**src/rtl/reg_file_sb.sv**
```systemverilog
// Parametrised integer register file with x0 hardwired to zero, optional writeback-to-read
// bypass and a per-register busy scoreboard for the pipeline hazard unit.
module reg_file_sb #(
  parameter int unsigned XLEN   = 32,
  parameter int unsigned NREGS  = 32,
  parameter int unsigned AW     = 5,
  parameter bit          BYPASS = 1'b1
) (
  input  logic            clk,
  input  logic            reset,
  input  logic [AW-1:0]   rs1_addr,
  input  logic [AW-1:0]   rs2_addr,
  output logic [XLEN-1:0] rs1_data,
  output logic [XLEN-1:0] rs2_data,
  output logic            rs1_busy,
  output logic            rs2_busy,
  input  logic            wb_en,
  input  logic [AW-1:0]   wb_addr,
  input  logic [XLEN-1:0] wb_data,
  input  logic            iss_en,
  input  logic [AW-1:0]   iss_addr,
  input  logic            flush,
  output logic            any_busy
);

  logic [XLEN-1:0]  regs_q [NREGS];
  logic [XLEN-1:0]  regs_d [NREGS];
  logic [NREGS-1:0] busy_q;
  logic [NREGS-1:0] busy_d;

  logic wb_live;
  logic iss_live;

  assign wb_live  = wb_en && (wb_addr != '0);
  assign iss_live = iss_en && (iss_addr != '0);

  // Later assignments take priority: flush over issue over writeback.
  always_comb begin
    regs_d = regs_q;
    busy_d = busy_q;
    if (wb_live) begin
      regs_d[wb_addr] = wb_data;
      busy_d[wb_addr] = 1'b0;
    end
    if (flush) begin
      busy_d = '0;
    end else if (iss_live) begin
      busy_d[iss_addr] = 1'b1;
    end
    regs_d[0] = '0;
    busy_d[0] = 1'b0;
  end

  always_ff @(posedge clk or posedge reset) begin
    if (reset) begin
      regs_q <= '{default: '0};
      busy_q <= '0;
    end else begin
      regs_q <= regs_d;
      busy_q <= busy_d;
    end
  end

  always_comb begin
    rs1_data = regs_q[rs1_addr];
    rs1_busy = busy_q[rs1_addr];
    rs2_data = regs_q[rs2_addr];
    rs2_busy = busy_q[rs2_addr];

    if (BYPASS && wb_live && (wb_addr == rs1_addr)) begin
      rs1_data = wb_data;
      rs1_busy = iss_en && (iss_addr == rs1_addr);
    end
    if (BYPASS && wb_live && (wb_addr == rs2_addr)) begin
      rs2_data = wb_data;
      rs2_busy = iss_en && (iss_addr == rs2_addr);
    end

    if (rs1_addr == '0) begin
      rs1_data = '0;
      rs1_busy = 1'b0;
    end
    if (rs2_addr == '0) begin
      rs2_data = '0;
      rs2_busy = 1'b0;
    end

    // Bypass paths would otherwise leak strobes through while reset is held.
    if (reset) begin
      rs1_data = '0;
      rs1_busy = 1'b0;
      rs2_data = '0;
      rs2_busy = 1'b0;
    end
  end

  assign any_busy = (|busy_q) && !reset;

endmodule

```
**config.mk**
```make
export PLATFORM = sky130hd
export DESIGN_NAME = reg_file_sb
export DESIGN_NICKNAME = d
export VERILOG_FILES = /design/src/rtl/reg_file_sb.sv
export SDC_FILE = /design/constraint.sdc
export NUM_CORES = 2
export LEC_CHECK = 0
export CAP_MARGIN = 20
export CORE_MARGIN = 8
export CORE_UTILIZATION = 47
export CTS_BUF_LIST = sky130_fd_sc_hd__clkbuf_8
export CTS_CLUSTER_DIAMETER = 50
export CTS_CLUSTER_SIZE = 12
export DETAILED_ROUTE_END_ITERATION = 10
export GPL_TIMING_DRIVEN = 0
export MAX_ROUTING_LAYER = met4
export PLACE_DENSITY = 0.65
export RECOVER_POWER = 50
export SYNTH_ARGS = -nofsm -noshare
export SYNTH_HDL_FRONTEND = slang
export SYNTH_SLANG_ARGS = --single-unit
```
**constraint.sdc**
```tcl
create_clock -name clk -period 94.6 [get_ports clk]
set_input_delay 18.92 -clock clk [delete_from_list [all_inputs] [get_ports clk]]
set_output_delay 18.92 -clock clk [all_outputs]
set_load 0.01 [all_outputs]
```
==> impl_metrics.toml <==
[global_route]
antenna_found_initial = 32
first_global_vias = 42200
grt_pass1_wl_mm = 381
grt_max_degree = 130
grt_overflow = 0
track_usage_pct = 44.5

[clock_network]
post-cts-setup-buffers = 0
clkSinkCount = 1023
h-tree-depth = 4
clock_latency_ns = 0.91
tritoncts = "built"
hold_buffers = 0
clk_pin_slew_ns = 0.06
cts-root-buf = "clkbuf_8"
cts_resized = 0
cts_made_buffers = 133
cts_buffer_depth = 3

[die]
row_count = 126
core_region_area_um2 = 118000
die_h_um = 361
start_util_pct = 47.4
die_area_um2 = 130000
boundaryPins = 124
die_w_um = 361

[worst_setup_path]
cp.arrival_ns = 28.27
crit_family = "buffers and inverters"
worst-setup-path-type = "in -> out"
crit_fanout = 87
cp.required_ns = 75.68
crit_buf_inv = 5
slowest_stage = "clkbuf_1"
path_cells = "dlygate4sd3_1 -> clkinvlp_2 -> clkbuf_1 -> nand2_1 -> nor2_1 -> buf_2 -> a211o_1 -> clkdlybuf4s50_1"
critPathLaunchType = "primary input"
cp_slowest_stage_delay_ns = 3.76
cp-end-kind = "output pin"

[synthesis]
synthMuxAreaShare_pct = 41.1
netlist_instances = 3905
ys_ff_latch = 1023
ys_top_cells_by_count = "mux2_2, dfrtp_1, mux4_2, clkbuf_1, buf_2"
yosysSeqAreaShare_pct = 45.7
avgSynthCellArea_um2 = 14.3
synthSimpleGateAreaFrac_pct = 3.26
synth_top_area_share_pct = 45.7
yosys_warnings = 0
syn-num-nets = 3962
yosysMostFrequentCell = "mux2_2"
ys_dominant_reg_cell = "dfrtp_1"
yosysTopAreaCell = "dfrtp_1"
synth-compound-area-share_pct = 5.95
synth_top_family_by_area = "multiplexers"
synthXorXnorAreaFrac_pct = 0.313
syn-cell-area_um2 = 56000
synth_cell_types = 60
synthAdderAreaFrac_pct = 0
async_reset_ff_share_pct = 100
synth_edf_count = 0
synth_area_leaders = "dfrtp_1, mux2_2, mux4_2"

[drt]
vias_per_cell = 7.53
drtIter0Drc = 8239
drtPass1Iterations = 6
drcViolationCount = 0
wl_per_cell_um = 48.5
ant_nets = 0
vias = 44600
drt_wl_total_mm = 287

[layout]
final_nets = 4309
finalNonFillerCells = 5927
area_growth_pct = 13.5
drive_above_1_share_pct = 46.2
final_core_util_pct = 53.9

[sta]
rsz0062_at_grt = "false"
max_freq_mhz = 21.2
finalMaxSlewViolations = 855
relSlewSlack_pct = -352
finalCritPeriodShare_pct = 49.9
fin_ws_ns = 47.41
worst_slew_pin_slew_ns = 6.78
setup_tns_ns = 0
hold_viol = 0
fin_crit_ns = 47.19
setup-violations-final = 0
fin_worst_skew_ns = 0

[place]
place_inst = 5649
place.gp.congestion = 1.09
hpwl_mm = 198
dpl_worst_slack_ns = 52.07
port_buffers = 113

[job]
max_cap_violations = 11

[pwr]
p_leak_nw = 27.2
fin_total_pwr_mw = 1.29
power_frac_seq_pct = 45.0
internal-power_mw = 0.892
clock_power_share_pct = 31.2
p_comb_share_pct = 23.8
pwr_density_cell_nw_per_um2 = 20.4
p_sw_mw = 0.403
vdd_ir_drop_max_mv = 0.0151
p_sw_share_pct = 31.1

[worst_hold_path]
hold_path.class = "reg -> reg"

[outcome]
outcome = "finished, violations left"
violations = "max-capacitance violations, max-slew violations"
==> cells in the final DEF, fill, tap and decap left out, types with 17 or more instances in the layout <==
master / Yosys / layout
a211oi_1: 35 / 35
a21oi_1: 65 / 65
a221o_1: 19 / 19
a221oi_1: 60 / 60
a22o_1: 27 / 27
a22oi_1: 79 / 79
and3_1: 17 / 17
buf_1: 63 / 29
buf_2: 118 / 116
buf_4: 33 / 33
buf_6: 21 / 26
buf_8: 2 / 57
bufinv_16: 0 / 21
clkbuf_1: 189 / 226
clkbuf_2: 0 / 27
clkbuf_8: 0 / 154
clkdlybuf4s50_1: 0 / 111
dfrtp_1: 1023 / 1023
diode_2: 0 / 45
inv_1: 3 / 18
mux2_2: 1059 / 1059
mux2i_1: 94 / 94
mux4_2: 451 / 451
nand2_1: 75 / 75
nor2_1: 110 / 108
nor2b_1: 47 / 46
nor4_1: 22 / 22
o21ai_0: 74 / 74
o21ai_1: 20 / 20
==> layer usage <==
metal	vias up	part of all wire [%]	global-route usage, %
met1	23500	36	53.9
li1	15900	-	-
met5	-	0	-
met3	1170	16	21.6
met4	0	8.8	30.6
met2	4100	40	57.7
==> flip-flops by register name, summed over array words and instances (netlist names) <==
register  count
busy_q       31
regs_q      992
==> cell type report <==
| cell class | instances | area (µm²) |
|---|---|---|
| multi-input combinational | 2453 | 28400 |
| tap | 1536 | 1920 |
| fill | 9956 | 54500 |
| antenna | 45 | 113 |
| timing repair buffer | 212 | 2410 |
| inverter | 3 | 12.5 |
| sequential | 1023 | 25600 |
| clock buffer | 154 | 2120 |
| buffer | 426 | 2080 |
| clock inverter | 75 | 976 |
==> worst register-to-register path: stages, from the launching register on <==
cell and delay [ns]:
dfrtp_1 0.42, nor2b_1 0.15, a21oi_1 0.13, nor2_1 0.06
==> through the flow <==
stage / hold slack, ns / area, µm²
2_1_floorplan: 0.491 / 56000
3_3_place_gp: 0.499 / 59100
3_5_place_dp: 0.509 / 60800
4_1_cts: 0.527 / 63900
5_1_grt: 0.532 / 63600
6_report: 0.528 / 63600
==> power groups by stage <==
stage | registers (mW) | logic (mW) | clock network (mW)
after global routing | 0.591 | 0.317 | 0.419
final | 0.582 | 0.308 | 0.404
after CTS | 0.577 | 0.299 | 0.401
after global placement | 0.584 | 0.289 | 0
after detailed placement | 0.586 | 0.299 | 0
after floorplan | 0.567 | 0.208 | 0
==> logic make-up (layout without fill, tap and decap cells) <==
group,Yosys count,in the layout
other,0,45
DFF,1023,1023
buffers and inverters,429,870
xor gates and xnor gates,20,20
muxes,1604,1604
and+or+nand+nor,363,363
AOI/OAI and AO/OA,466,466
==> final timing paths <==
kind / from / end / slack (ns) / cells after the start
max in group asynchronous: reset / regs_q[853] / 60.04 / 5
min in group asynchronous: reset / busy_q[25] / 19.76 / 2
worst min register to register: regs_q[821] / regs_q[821] / 0.53 / 1
worst min-delay path: regs_q[821] / regs_q[821] / 0.53 / 1
worst max register to register: busy_q[21] / busy_q[21] / 93.71 / 3
worst max-delay path: reset / rs2_data[8] / 47.41 / 8
Power figures use the tool's default switching activity.
